### src/rtl/instr_encoder_if.sv
`default_nettype none
// ============================================================================
//  Module      : instr_encoder_if
//  Description : Request / output handshake bundle of instr_encoder.
//                Request side: req_valid, req_ready, req_kind, req_rd,
//                req_rs1, req_rs2, req_funct3, req_funct7b5, req_imm.
//                Output side : out_valid, out_ready, out_instr, out_addr,
//                err (one-cycle pulse when a request is rejected).
//                slave  modport : the encoder.
//                master modport : the request producer / word consumer.
//  Revision    : 1.0 - initial release
// ============================================================================
interface instr_encoder_if #(
    parameter int ADDR_W = 32
);
    logic              req_valid;
    logic              req_ready;
    logic [3:0]        req_kind;
    logic [4:0]        req_rd;
    logic [4:0]        req_rs1;
    logic [4:0]        req_rs2;
    logic [2:0]        req_funct3;
    logic              req_funct7b5;
    logic [31:0]       req_imm;
    logic              out_valid;
    logic              out_ready;
    logic [31:0]       out_instr;
    logic [ADDR_W-1:0] out_addr;
    logic              err;

    modport slave (
        input  req_valid, req_kind, req_rd, req_rs1, req_rs2,
               req_funct3, req_funct7b5, req_imm, out_ready,
        output req_ready, out_valid, out_instr, out_addr, err
    );

    modport master (
        output req_valid, req_kind, req_rd, req_rs1, req_rs2,
               req_funct3, req_funct7b5, req_imm, out_ready,
        input  req_ready, out_valid, out_instr, out_addr, err
    );
endinterface
`default_nettype wire

### src/rtl/instr_encoder.sv
`default_nettype none
// ============================================================================
//  Module      : instr_encoder
//  Description : Builds RV32I machine words from decoded field requests and
//                streams them out with ascending addresses (BASE_ADDR + 4n).
//                Expands the LI pseudo-instruction into LUI/ADDI.
//  Ports       : clk   - clock, rising edge
//                rst_n - asynchronous active-low reset
//                bus   - instr_encoder_if.slave (request in, word out, err)
//  Parameters  : BASE_ADDR - address of the first emitted word
//                ADDR_W    - width of out_addr (must match the interface)
//  Build macro : INSTR_ENCODER_LI_EN - when defined, LI (kind 10) expansion
//                and the LI2 state are compiled in; otherwise kind 10 is
//                rejected like any other illegal kind.
//  Revision    : 1.0 - initial release
// ============================================================================
module instr_encoder #(
    parameter logic [31:0] BASE_ADDR = 32'h0000_0000,
    parameter int          ADDR_W    = 32
) (
    input  wire logic      clk,
    input  wire logic      rst_n,
    instr_encoder_if.slave bus
);

    // Request kinds
    localparam logic [3:0] c_K_LOAD   = 4'd0;
    localparam logic [3:0] c_K_STORE  = 4'd1;
    localparam logic [3:0] c_K_R      = 4'd2;
    localparam logic [3:0] c_K_BRANCH = 4'd3;
    localparam logic [3:0] c_K_IALU   = 4'd4;
    localparam logic [3:0] c_K_JAL    = 4'd5;
    localparam logic [3:0] c_K_JALR   = 4'd6;
    localparam logic [3:0] c_K_AUIPC  = 4'd7;
    localparam logic [3:0] c_K_LUI    = 4'd8;
    localparam logic [3:0] c_K_CSR    = 4'd9;
    localparam logic [3:0] c_K_LI     = 4'd10;
    localparam logic [3:0] c_K_NOP    = 4'd11;

    // Major opcodes
    localparam logic [6:0] c_OP_LOAD   = 7'b0000011;
    localparam logic [6:0] c_OP_STORE  = 7'b0100011;
    localparam logic [6:0] c_OP_R      = 7'b0110011;
    localparam logic [6:0] c_OP_BRANCH = 7'b1100011;
    localparam logic [6:0] c_OP_IALU   = 7'b0010011;
    localparam logic [6:0] c_OP_JAL    = 7'b1101111;
    localparam logic [6:0] c_OP_JALR   = 7'b1100111;
    localparam logic [6:0] c_OP_AUIPC  = 7'b0010111;
    localparam logic [6:0] c_OP_LUI    = 7'b0110111;
    localparam logic [6:0] c_OP_CSR    = 7'b1110011;

    localparam logic [31:0]       c_NOP  = 32'h0000_0013;
    localparam logic [ADDR_W-1:0] c_BASE = ADDR_W'(BASE_ADDR);
    localparam logic [ADDR_W-1:0] c_STEP = ADDR_W'(4);

`ifdef INSTR_ENCODER_LI_EN
    typedef enum logic [0:0] {
        S_IDLE = 1'b0,
        S_LI2  = 1'b1
    } state_t;
`else
    typedef enum logic [0:0] {
        S_IDLE = 1'b0
    } state_t;
`endif

    state_t            r_state;
    logic              r_out_valid;
    logic [31:0]       r_out_instr;
    logic [ADDR_W-1:0] r_addr;
    logic              r_err;

    logic        w_free;
    logic        w_xfer;
    logic        w_req_ready;
    logic        w_accept;
    logic        w_legal;
    logic [31:0] w_word0;
    logic [11:0] w_ialu_imm;

`ifdef INSTR_ENCODER_LI_EN
    logic [31:0] r_pend;   // ADDI half of a two-word LI
    logic        w_two;
    logic [31:0] w_word1;
    logic        w_li_fits;
    logic [19:0] w_li_hi;
`endif

    assign w_free      = !r_out_valid || bus.out_ready;
    assign w_xfer      = r_out_valid && bus.out_ready;
    assign w_req_ready = (r_state == S_IDLE) && w_free;
    assign w_accept    = bus.req_valid && w_req_ready;

    // Shift-immediate forms carry funct7[5] in bit 30 and a 5-bit shamt.
    assign w_ialu_imm = (bus.req_funct3 == 3'b001 || bus.req_funct3 == 3'b101)
                      ? {1'b0, bus.req_funct7b5, 5'b0, bus.req_imm[4:0]}
                      : bus.req_imm[11:0];

`ifdef INSTR_ENCODER_LI_EN
    // Sign-fits-12 means bits [31:11] are all copies of the sign.
    assign w_li_fits = (bus.req_imm[31:11] == {21{bus.req_imm[11]}});
    // (imm + 0x800) >> 12: the low-half add only carries out via imm[11].
    assign w_li_hi   = bus.req_imm[31:12] + {19'd0, bus.req_imm[11]};
`endif

    always_comb begin
        w_legal = 1'b1;
        w_word0 = '0;
`ifdef INSTR_ENCODER_LI_EN
        w_two   = 1'b0;
        w_word1 = {bus.req_imm[11:0], bus.req_rd, 3'b000, bus.req_rd, c_OP_IALU};
`endif
        case (bus.req_kind)
            c_K_LOAD: w_word0 = {bus.req_imm[11:0], bus.req_rs1, bus.req_funct3,
                                 bus.req_rd, c_OP_LOAD};
            c_K_STORE: w_word0 = {bus.req_imm[11:5], bus.req_rs2, bus.req_rs1,
                                  bus.req_funct3, bus.req_imm[4:0], c_OP_STORE};
            c_K_R: w_word0 = {1'b0, bus.req_funct7b5, 5'b0, bus.req_rs2, bus.req_rs1,
                              bus.req_funct3, bus.req_rd, c_OP_R};
            c_K_BRANCH: w_word0 = {bus.req_imm[12], bus.req_imm[10:5], bus.req_rs2,
                                   bus.req_rs1, bus.req_funct3, bus.req_imm[4:1],
                                   bus.req_imm[11], c_OP_BRANCH};
            c_K_IALU: w_word0 = {w_ialu_imm, bus.req_rs1, bus.req_funct3,
                                 bus.req_rd, c_OP_IALU};
            c_K_JAL: w_word0 = {bus.req_imm[20], bus.req_imm[10:1], bus.req_imm[11],
                                bus.req_imm[19:12], bus.req_rd, c_OP_JAL};
            c_K_JALR: w_word0 = {bus.req_imm[11:0], bus.req_rs1, 3'b000,
                                 bus.req_rd, c_OP_JALR};
            c_K_AUIPC: w_word0 = {bus.req_imm[31:12], bus.req_rd, c_OP_AUIPC};
            c_K_LUI: w_word0 = {bus.req_imm[31:12], bus.req_rd, c_OP_LUI};
            c_K_CSR: w_word0 = {bus.req_imm[11:0], bus.req_rs1, bus.req_funct3,
                                bus.req_rd, c_OP_CSR};
            c_K_LI: begin
`ifdef INSTR_ENCODER_LI_EN
                if (w_li_fits) begin
                    w_word0 = {bus.req_imm[11:0], 5'd0, 3'b000, bus.req_rd, c_OP_IALU};
                end else begin
                    w_word0 = {w_li_hi, bus.req_rd, c_OP_LUI};
                    // A zero low half needs no ADDI after the LUI.
                    w_two   = (bus.req_imm[11:0] != 12'd0);
                end
`else
                w_legal = 1'b0;
`endif
            end
            c_K_NOP: w_word0 = c_NOP;
            default: w_legal = 1'b0;
        endcase
    end

    always_ff @(posedge clk or negedge rst_n) begin
        if (!rst_n) begin
            r_state     <= S_IDLE;
            r_out_valid <= 1'b0;
            r_out_instr <= '0;
            r_addr      <= c_BASE;
            r_err       <= 1'b0;
`ifdef INSTR_ENCODER_LI_EN
            r_pend      <= '0;
`endif
        end else begin
            r_err <= 1'b0;
            // r_addr is both the address of the word held and the next free
            // address; it only moves when a word leaves.
            if (w_xfer) begin
                r_addr      <= r_addr + c_STEP;
                r_out_valid <= 1'b0;
            end
            case (r_state)
                S_IDLE: begin
                    if (w_accept) begin
                        if (w_legal) begin
                            r_out_valid <= 1'b1;
                            r_out_instr <= w_word0;
`ifdef INSTR_ENCODER_LI_EN
                            if (w_two) begin
                                r_pend  <= w_word1;
                                r_state <= S_LI2;
                            end
`endif
                        end else begin
                            r_err <= 1'b1;
                        end
                    end
                end
`ifdef INSTR_ENCODER_LI_EN
                S_LI2: begin
                    if (w_free) begin
                        r_out_valid <= 1'b1;
                        r_out_instr <= r_pend;
                        r_state     <= S_IDLE;
                    end
                end
`endif
                default: r_state <= S_IDLE;
            endcase
        end
    end

    assign bus.req_ready = w_req_ready;
    assign bus.out_valid = r_out_valid;
    assign bus.out_instr = r_out_instr;
    assign bus.out_addr  = r_addr;
    assign bus.err       = r_err;

endmodule
`default_nettype wire
### src/flat_wrapper.sv
// flat-port wrapper written by rule: the top's interface ports become plain ports
module instr_encoder_flat 
#(
    parameter logic [31:0] BASE_ADDR = 32'h0000_0000,
    parameter int          ADDR_W    = 32
)
  (clk, rst_n, bus_req_valid, bus_req_kind, bus_req_rd, bus_req_rs1, bus_req_rs2, bus_req_funct3, bus_req_funct7b5, bus_req_imm, bus_out_ready, bus_req_ready, bus_out_valid, bus_out_instr, bus_out_addr, bus_err);
  instr_encoder_if #(.ADDR_W(ADDR_W)) bus_i ();
  input  wire logic clk;
  input  wire logic rst_n;
  input wire logic [$bits(bus_i.req_valid)-1:0] bus_req_valid;
  input wire logic [$bits(bus_i.req_kind)-1:0] bus_req_kind;
  input wire logic [$bits(bus_i.req_rd)-1:0] bus_req_rd;
  input wire logic [$bits(bus_i.req_rs1)-1:0] bus_req_rs1;
  input wire logic [$bits(bus_i.req_rs2)-1:0] bus_req_rs2;
  input wire logic [$bits(bus_i.req_funct3)-1:0] bus_req_funct3;
  input wire logic [$bits(bus_i.req_funct7b5)-1:0] bus_req_funct7b5;
  input wire logic [$bits(bus_i.req_imm)-1:0] bus_req_imm;
  input wire logic [$bits(bus_i.out_ready)-1:0] bus_out_ready;
  output wire logic [$bits(bus_i.req_ready)-1:0] bus_req_ready;
  output wire logic [$bits(bus_i.out_valid)-1:0] bus_out_valid;
  output wire logic [$bits(bus_i.out_instr)-1:0] bus_out_instr;
  output wire logic [$bits(bus_i.out_addr)-1:0] bus_out_addr;
  output wire logic [$bits(bus_i.err)-1:0] bus_err;
  assign bus_i.req_valid = bus_req_valid;
  assign bus_i.req_kind = bus_req_kind;
  assign bus_i.req_rd = bus_req_rd;
  assign bus_i.req_rs1 = bus_req_rs1;
  assign bus_i.req_rs2 = bus_req_rs2;
  assign bus_i.req_funct3 = bus_req_funct3;
  assign bus_i.req_funct7b5 = bus_req_funct7b5;
  assign bus_i.req_imm = bus_req_imm;
  assign bus_i.out_ready = bus_out_ready;
  assign bus_req_ready = bus_i.req_ready;
  assign bus_out_valid = bus_i.out_valid;
  assign bus_out_instr = bus_i.out_instr;
  assign bus_out_addr = bus_i.out_addr;
  assign bus_err = bus_i.err;
  instr_encoder #(.BASE_ADDR(BASE_ADDR), .ADDR_W(ADDR_W)) u_core (.clk(clk), .rst_n(rst_n), .bus(bus_i));
endmodule
### config.mk
export PLATFORM = sky130hd
export DESIGN_NAME = instr_encoder_flat
export DESIGN_NICKNAME = d
export VERILOG_FILES = /design/src/rtl/instr_encoder_if.sv /design/src/rtl/instr_encoder.sv /design/src/flat_wrapper.sv
export SDC_FILE = /design/constraint.sdc
export NUM_CORES = 1
export LEC_CHECK = 0
export BUFFER_PORTS_ARGS = -buffer_cell sky130_fd_sc_hd__buf_4
export CORE_MARGIN = 2
export CORE_UTILIZATION = 46
export CTS_BUF_LIST = sky130_fd_sc_hd__clkbuf_8
export CTS_CLUSTER_DIAMETER = 40
export DETAILED_ROUTE_END_ITERATION = 8
export GPL_TIMING_DRIVEN = 0
export PLACE_DENSITY = 0.77
export SLEW_MARGIN = 20
export SYNTH_ARGS = -nofsm -noshare
export SYNTH_HDL_FRONTEND = slang
export SYNTH_SLANG_ARGS = --single-unit
### constraint.sdc
create_clock -name clk -period 1.4 [get_ports clk]
set_input_delay 0.21 -clock clk [delete_from_list [all_inputs] [get_ports clk]]
set_output_delay 0.21 -clock clk [all_outputs]
set_load 0.01 [all_outputs]
==> flow_summary.json, run 1 <==
{
  "grt_max_degree": 64,
  "synth_edf_count": 0,
  "final_util": 0.7293,
  "synth.largest_area_cell": "dfrtp_1",
  "setup_tns_ps": -687.5,
  "worstMarginPinSlew_ps": 804.5,
  "crit_path_cell_trace": "and4_1 -> buf_2 -> nand3_2 -> nor4_4 -> xor2_1",
  "vias": 3433,
  "cp.arrival_ps": 1780,
  "cp_slowest_cell": "dfrtp_1",
  "total_power_uw": 5497,
  "place_inst": 561,
  "wl_per_cell_um": 17.13,
  "yosysWarnings": 0,
  "rsz0062_at_grt": "yes",
  "drcViolationCount": 0,
  "drt_iter0_drc": 184,
  "die_area_um2": 7980,
  "fp.dieH_um": 89.33,
  "busiest_layer": "met2",
  "hpwl_um": 6899,
  "path_class": "reg2reg",
  "hold_path_class": "in2reg",
  "root_buffer": "clkbuf_8",
  "antenna_found_initial": 0,
  "ios": 126,
  "syn_to_final_growth_pct": 55.40,
  "p_leak_uw": 0.002519,
  "power_density_nw_per_um2": 1056,
  "maxSlewViolCount": 0,
  "p_sw_frac": 0.3096,
  "ys_ff_latch": 63,
  "die_w_um": 89.33,
  "gp_congestion": 0.8582,
  "insertion_delay_ps": 340,
  "htreeDepth": 3,
  "final_nets": 573,
  "yosysTopAreaCellShare": 0.4707,
  "fin_worst_skew_ps": 13.90,
  "slowest_delay_ps": 370,
  "crit_path_start_kind": "flip-flop",
  "clock.fmax_ghz": 0.6604,
  "dr.pass1.iters": 4,
  "p_int_uw": 3795,
  "required_ps": 1670,
  "cp-end-kind": "flip-flop",
  "start_util": 0.4693,
  "async_flop_share": 1.000,
  "ant_nets": 0,
  "met1_usage": 0.3103,
  "p_clk_frac": 0.282,
  "setup_violations": 13,
  "first_global_vias": 3291,
  "clock_sinks": 63,
  "worst_slack_ps": -114.3,
  "wl_um": 10570,
  "syn_area_per_cell_um2": 9.910,
  "grt_pass1_wl_um": 15810,
  "clkTransAtPathRegs_ps": 70,
  "violations": "negative setup slack",
  "gr-usage-met2": 0.4397,
  "synth_flop_cell": "dfrtp_1",
  "hold_violations": 0,
  "post-place-ws_ps": -294.3,
  "yosysMostFrequentCell": "dfrtp_1",
  "overflow": 0,
  "critPathMaxFanout": 7,
  "rows": 31,
  "track_usage": 0.2552,
  "ys_seq_area_frac": 0.4707,
  "combPwrFrac": 0.302,
  "cap_violations": 0,
  "drive_above_1_share": 0.4768,
  "syn_area_um2": 3349,
  "synth.cells.most_frequent": "dfrtp_1 (63), a21oi_1 (52), nand2_1 (19)",
  "via_per_inst": 5.564,
  "min_period_ps": 1514,
  "p_switching_uw": 1702,
  "diodes": 0,
  "syn_inst": 338,
  "fin_cells": 617,
  "relSlewSlack": 0.4637,
  "use_met3": 0.04986,
  "min_period_over_period": 1.082,
  "cts_tree": "done",
  "cts_buffer_depth": 2,
  "port_buffers": 123,
  "core_um2": 7137,
  "vdd_drop_max_uv": 669.0,
  "p_seq_frac": 0.416,
  "outcome": "finished, violations left",
  "synth.lib_cells_used.distinct": 50,
  "synthTopCellsByArea": "dfrtp_1 (47%), a21oi_1 (7.8%), xor2_1 (4.4%)",
  "cts_buffers": 9
}
-- sequential cells by signal (all words and copies together) (netlist names) --
signal and cells:
u_core.bus.out_instr 31, u_core.bus.out_addr 30, u_core.bus.err 1, u_core.bus.out_valid 1
-- power by group through the flow --
stage	Combinational, µW	Sequential, µW	Clock [µW]
2_1_floorplan	521	2410	0
3_3_place_gp	1320	2310	0
3_5_place_dp	1350	2320	0
4_1_cts	1520	2280	1570
5_1_grt	1800	2310	1680
6_report	1660	2290	1550
-- per-stage QoR --
step / hold WS (ps) / instance area [µm²]
after CTS: 138.9 / 4979
after global routing: 160.1 / 5205
after global placement: 346.0 / 4457
final: 153.4 / 5205
after detailed placement: 347.0 / 4457
after floorplan: -85.59 / 3410
-- layout by cell type (no fill, tap or decap), types with 3 or more instances in the layout --
master and count:
a21oi_1 52, a22oi_1 18, a31oi_1 6, a32oi_1 5, and4_4 3, buf_2 8, buf_4 167, buf_6 6
clkbuf_8 9, clkinv_2 3, dfrtp_1 60, dfrtp_2 3, inv_1 9, mux2_2 3, mux2_4 3, nand2_1 19
nand2b_1 4, nand3_1 10, nand3_4 4, nand4_1 4, nor2_1 6, nor2b_1 7, nor3_1 4, nor3_2 5
nor3_4 5, nor3b_1 3, nor4_4 4, o22a_1 4, xnor2_1 12, xor2_1 16
-- final cells by class --
type                       count  area, µm²
buffer                        22      170.2
multi-input combinational    244       1863
clock inverter                 7      65.06
fill                         541       1932
inverter                       8      30.03
tap                           99      123.9
timing repair buffer         165       1249
sequential                    63       1580
clock buffer                   9      123.9
-- repair_timing --
action,4_1_cts,5_1_grt
buffers inserted,26,15
pin swaps,8,5
gates cloned,0,0
gates resized for setup,31,27
endpoints found under the setup margin,41,39
hold buffers,1,0
endpoints found under the hold margin,63,0
-- worst max-delay path, delay by kind of cell, from the launching register on --
family | cells | cell delay, ps
AND/OR/NAND/NOR | 3 | 690
flip-flops | 1 | 370
buffers and inverters | 1 | 210
XOR/XNOR | 1 | 170
-- logic make-up after synthesis --
group | count (synthesis) | synth area share
AO/OA/AOI/OAI | 105 | 0.2051
XOR/XNOR | 29 | 0.07583
adder cells (fa/ha/maj) | 1 | 0.003735
buffers and inverters | 32 | 0.04894
flip-flops | 63 | 0.4707
multiplexers | 6 | 0.02017
other | 1 | 0.001120
AND/OR/NAND/NOR | 101 | 0.1744
-- final timing paths --
path	startpoint	cells past startpoint	slack [ps]	endpoint
setup / recovery	u_core.bus.out_addr[18]	5	-110	u_core.bus.out_addr[25]
hold / removal	bus_req_imm[4]	3	150	u_core.bus.out_instr[24]
setup reg to reg	u_core.bus.out_addr[18]	5	-110	u_core.bus.out_addr[25]
hold reg to reg	u_core.bus.out_addr[31]	1	480	u_core.bus.out_addr[31]
max in group asynchronous	rst_n	2	320	u_core.bus.out_addr[6]
min in group asynchronous	rst_n	2	500	u_core.bus.out_addr[15]
-- layer usage --
metal	wire length [µm]	up-vias
li1	-	1590
met1	4024	1671
met2	5578	144
met3	735	28
met4	233	0
met5	0	-
Power figures use the tool's default switching activity.
==> run 2: changes to the inputs <==
Settings changed: ABC_AREA set to 1, CORE_UTILIZATION 46 to 47.
==> run 2 against run 1 <==
Combinational power is 4% higher. Largest cell class unchanged. Global-route usage decreased by 0.57 points. Sequential share of layout area shrank 1.3 points. The run still ends with negative setup slack left. Maximum frequency is 1.5% lower. Via count grew 16%.
==> flow_summary.json, run 2 <==
{
  "ys_ff_latch": 63,
  "fin_worst_skew_ps": 9.153,
  "worst_slack_ps": -137.4,
  "async_flop_share": 1.000,
  "clock.fmax_ghz": 0.6504,
  "slowest_delay_ps": 440,
  "violations": "negative setup slack",
  "synth.lib_cells_used.distinct": 31,
  "combPwrFrac": 0.302,
  "insertion_delay_ps": 340,
  "final_common_cell": "buf_4",
  "dr.pass1.iters": 5,
  "p_sw_frac": 0.3127,
  "overflow": 0,
  "rsz0062_at_grt": "yes",
  "die_area_um2": 8227,
  "wl_per_cell_um": 14.27,
  "clkTransAtPathRegs_ps": 80,
  "hold_path_class": "in2reg",
  "outcome": "finished, violations left",
  "drive_above_1_share": 0.4164,
  "cap_violations": 0,
  "synth.cells.most_frequent": "nand2_1 (177), nor2_1 (78), dfrtp_1 (63)",
  "cp_slowest_cell": "dfrtp_2",
  "vdd_drop_max_uv": 770.3,
  "grt_pass1_wl_um": 16660,
  "synth.largest_area_cell": "dfrtp_1",
  "final_util": 0.7552,
  "crit_path_end": "u_core.bus.out_addr[18]",
  "htreeDepth": 3,
  "p_int_uw": 3933,
  "core_um2": 7253,
  "clock_sinks": 63,
  "yosysMostFrequentCell": "nand2_1",
  "cts_buffers": 9,
  "syn_inst": 494,
  "post-place-ws_ps": -239.0,
  "p_leak_uw": 0.002747,
  "num-fill-cells": 544,
  "port_buffers": 122,
  "crit_path_start_kind": "flip-flop",
  "reg2regPathDepth": 7,
  "maxSlewViolCount": 0,
  "cts_tree": "done",
  "p_switching_uw": 1789,
  "synth_flop_cell": "dfrtp_1",
  "drt_iter0_drc": 260,
  "r2r_start": "u_core.bus.out_addr[3]",
  "via_per_inst": 5.118,
  "antenna_found_initial": 0,
  "cp-end-kind": "flip-flop",
  "total_power_uw": 5722,
  "vias": 3997,
  "start_util": 0.4871,
  "r2r_setup_slack_ps": -140,
  "worstMarginPinSlew_ps": 807.9,
  "hpwl_um": 7300,
  "layout_common_cells": "buf_4 (173), nand2_1 (163), nor2_1 (51)",
  "diodes": 0,
  "syn_area_per_cell_um2": 7.153,
  "rows": 31,
  "synthTopCellsByArea": "dfrtp_1 (45%), nand2_1 (19%), nor2_1 (8.3%)",
  "setup_violations": 21,
  "synth_edf_count": 0,
  "p_seq_frac": 0.406,
  "whs_ps": 119.4,
  "cts_buffer_depth": 2,
  "crit_path_cell_trace": "ha_4 -> inv_4 -> nor2_4 -> nand4_1 -> nor2_4 -> nand2_1 -> xnor2_1",
  "track_usage": 0.2496,
  "ios": 126,
  "p_clk_frac": 0.292,
  "relSlewSlack": 0.4614,
  "setup_tns_ps": -1173,
  "syn_area_um2": 3533,
  "root_buffer": "clkbuf_8",
  "path_class": "reg2reg",
  "cp_common_cell": "nor2_4",
  "die_w_um": 90.71,
  "min_period_over_period": 1.098,
  "power_density_nw_per_um2": 1045,
  "drcViolationCount": 0,
  "gp_congestion": 0.9072,
  "worstReg2RegEnd": "u_core.bus.out_addr[18]",
  "ant_nets": 0,
  "cp.arrival_ps": 1760,
  "syn_to_final_growth_pct": 55.03,
  "grt_max_degree": 64,
  "ys_seq_area_frac": 0.4462,
  "yosysTopAreaCellShare": 0.4462,
  "min_period_ps": 1537,
  "final_nets": 737,
  "yosysWarnings": 0,
  "wl_um": 11150,
  "fp.dieH_um": 90.71,
  "critPathMaxFanout": 6,
  "largest_reg_flops": 31,
  "hold_violations": 0,
  "required_ps": 1630,
  "first_global_vias": 3480,
  "crit_path_start": "u_core.bus.out_addr[3]"
}
-- run 2: worst min path at each step --
stage	start	endpoint	slack, ps	cells past startpoint
2_1_floorplan	rst_n	u_core.bus.err	-90	0
3_3_place_gp	rst_n	u_core.bus.out_instr[11]	340	1
3_5_place_dp	rst_n	u_core.bus.out_instr[9]	350	1
4_1_cts	bus_req_imm[6]	u_core.bus.out_instr[26]	120	3
5_1_grt	bus_req_imm[10]	u_core.bus.out_instr[30]	110	3
6_report	bus_req_imm[10]	u_core.bus.out_instr[30]	120	3
-- run 2: cell families (layout without fill, tap and decap cells) --
family                   Yosys count  after routing  share of synthesized area
AND/OR/NAND/NOR                  311            311                     0.3598
flip-flops                        63             63                     0.4462
buffers and inverters             56            243                    0.07259
AO/OA/AOI/OAI                     43             43                    0.06976
XOR/XNOR                          19             19                    0.04710
adder cells (fa/ha/maj)            1              1                   0.003541
other                              1              2                   0.001061
-- run 2: area by class of cell --
type / instances / area, µm² / area share
plain buffers: 13 / 112.6 / 0.02056
clock buffers: 12 / 165.2 / 0.03015
clock inverters: 4 / 43.79 / 0.007995
inverters: 43 / 166.4 / 0.03038
multi-input cells: 376 / 1973 / 0.3602
flip-flops and latches: 63 / 1594 / 0.2910
well taps: 99 / 123.9 / 0.02261
repair buffers: 171 / 1299 / 0.2371
-- run 2: worst max-delay path, delay by kind of cell (launching register included) --
family,cells,cell delay (ps)
fa+ha+maj,1,170
simple gates,4,650
buf+inv,1,40
xor+xnor,1,130
flops,1,440
-- run 2: per-layer routing --
layer	share of wire	track usage	up-vias
met3	0.065	0.05760	19
met1	0.43	0.3479	1900
met5	0	0	-
met4	0.018	0.05897	0
met2	0.49	0.3961	159
li1	-	-	1919
-- run 2: power by group through the flow --
stage | Clock [µW] | Combinational (µW) | Sequential (µW)
after floorplan | 0 | 498 | 2390
after global placement | 0 | 1270 | 2290
after detailed placement | 0 | 1300 | 2300
after CTS | 1680 | 1450 | 2280
after global routing | 1770 | 1870 | 2350
final | 1670 | 1730 | 2330
-- run 2: through the flow --
step | instance area, µm² | cells
2_1_floorplan | 3540 | 495
3_3_place_gp | 4579 | 716
3_5_place_dp | 4579 | 716
4_1_cts | 4940 | 744
5_1_grt | 5478 | 781
6_report | 5478 | 781
-- run 2: what timing repair did --
item,in CTS,in global routing
pin swaps,10,31
buffers inserted,11,36
hold buffers,1,0
gates cloned,0,2
hold endpoints to repair,53,0
setup endpoints to repair,44,41
gates resized for setup,18,85
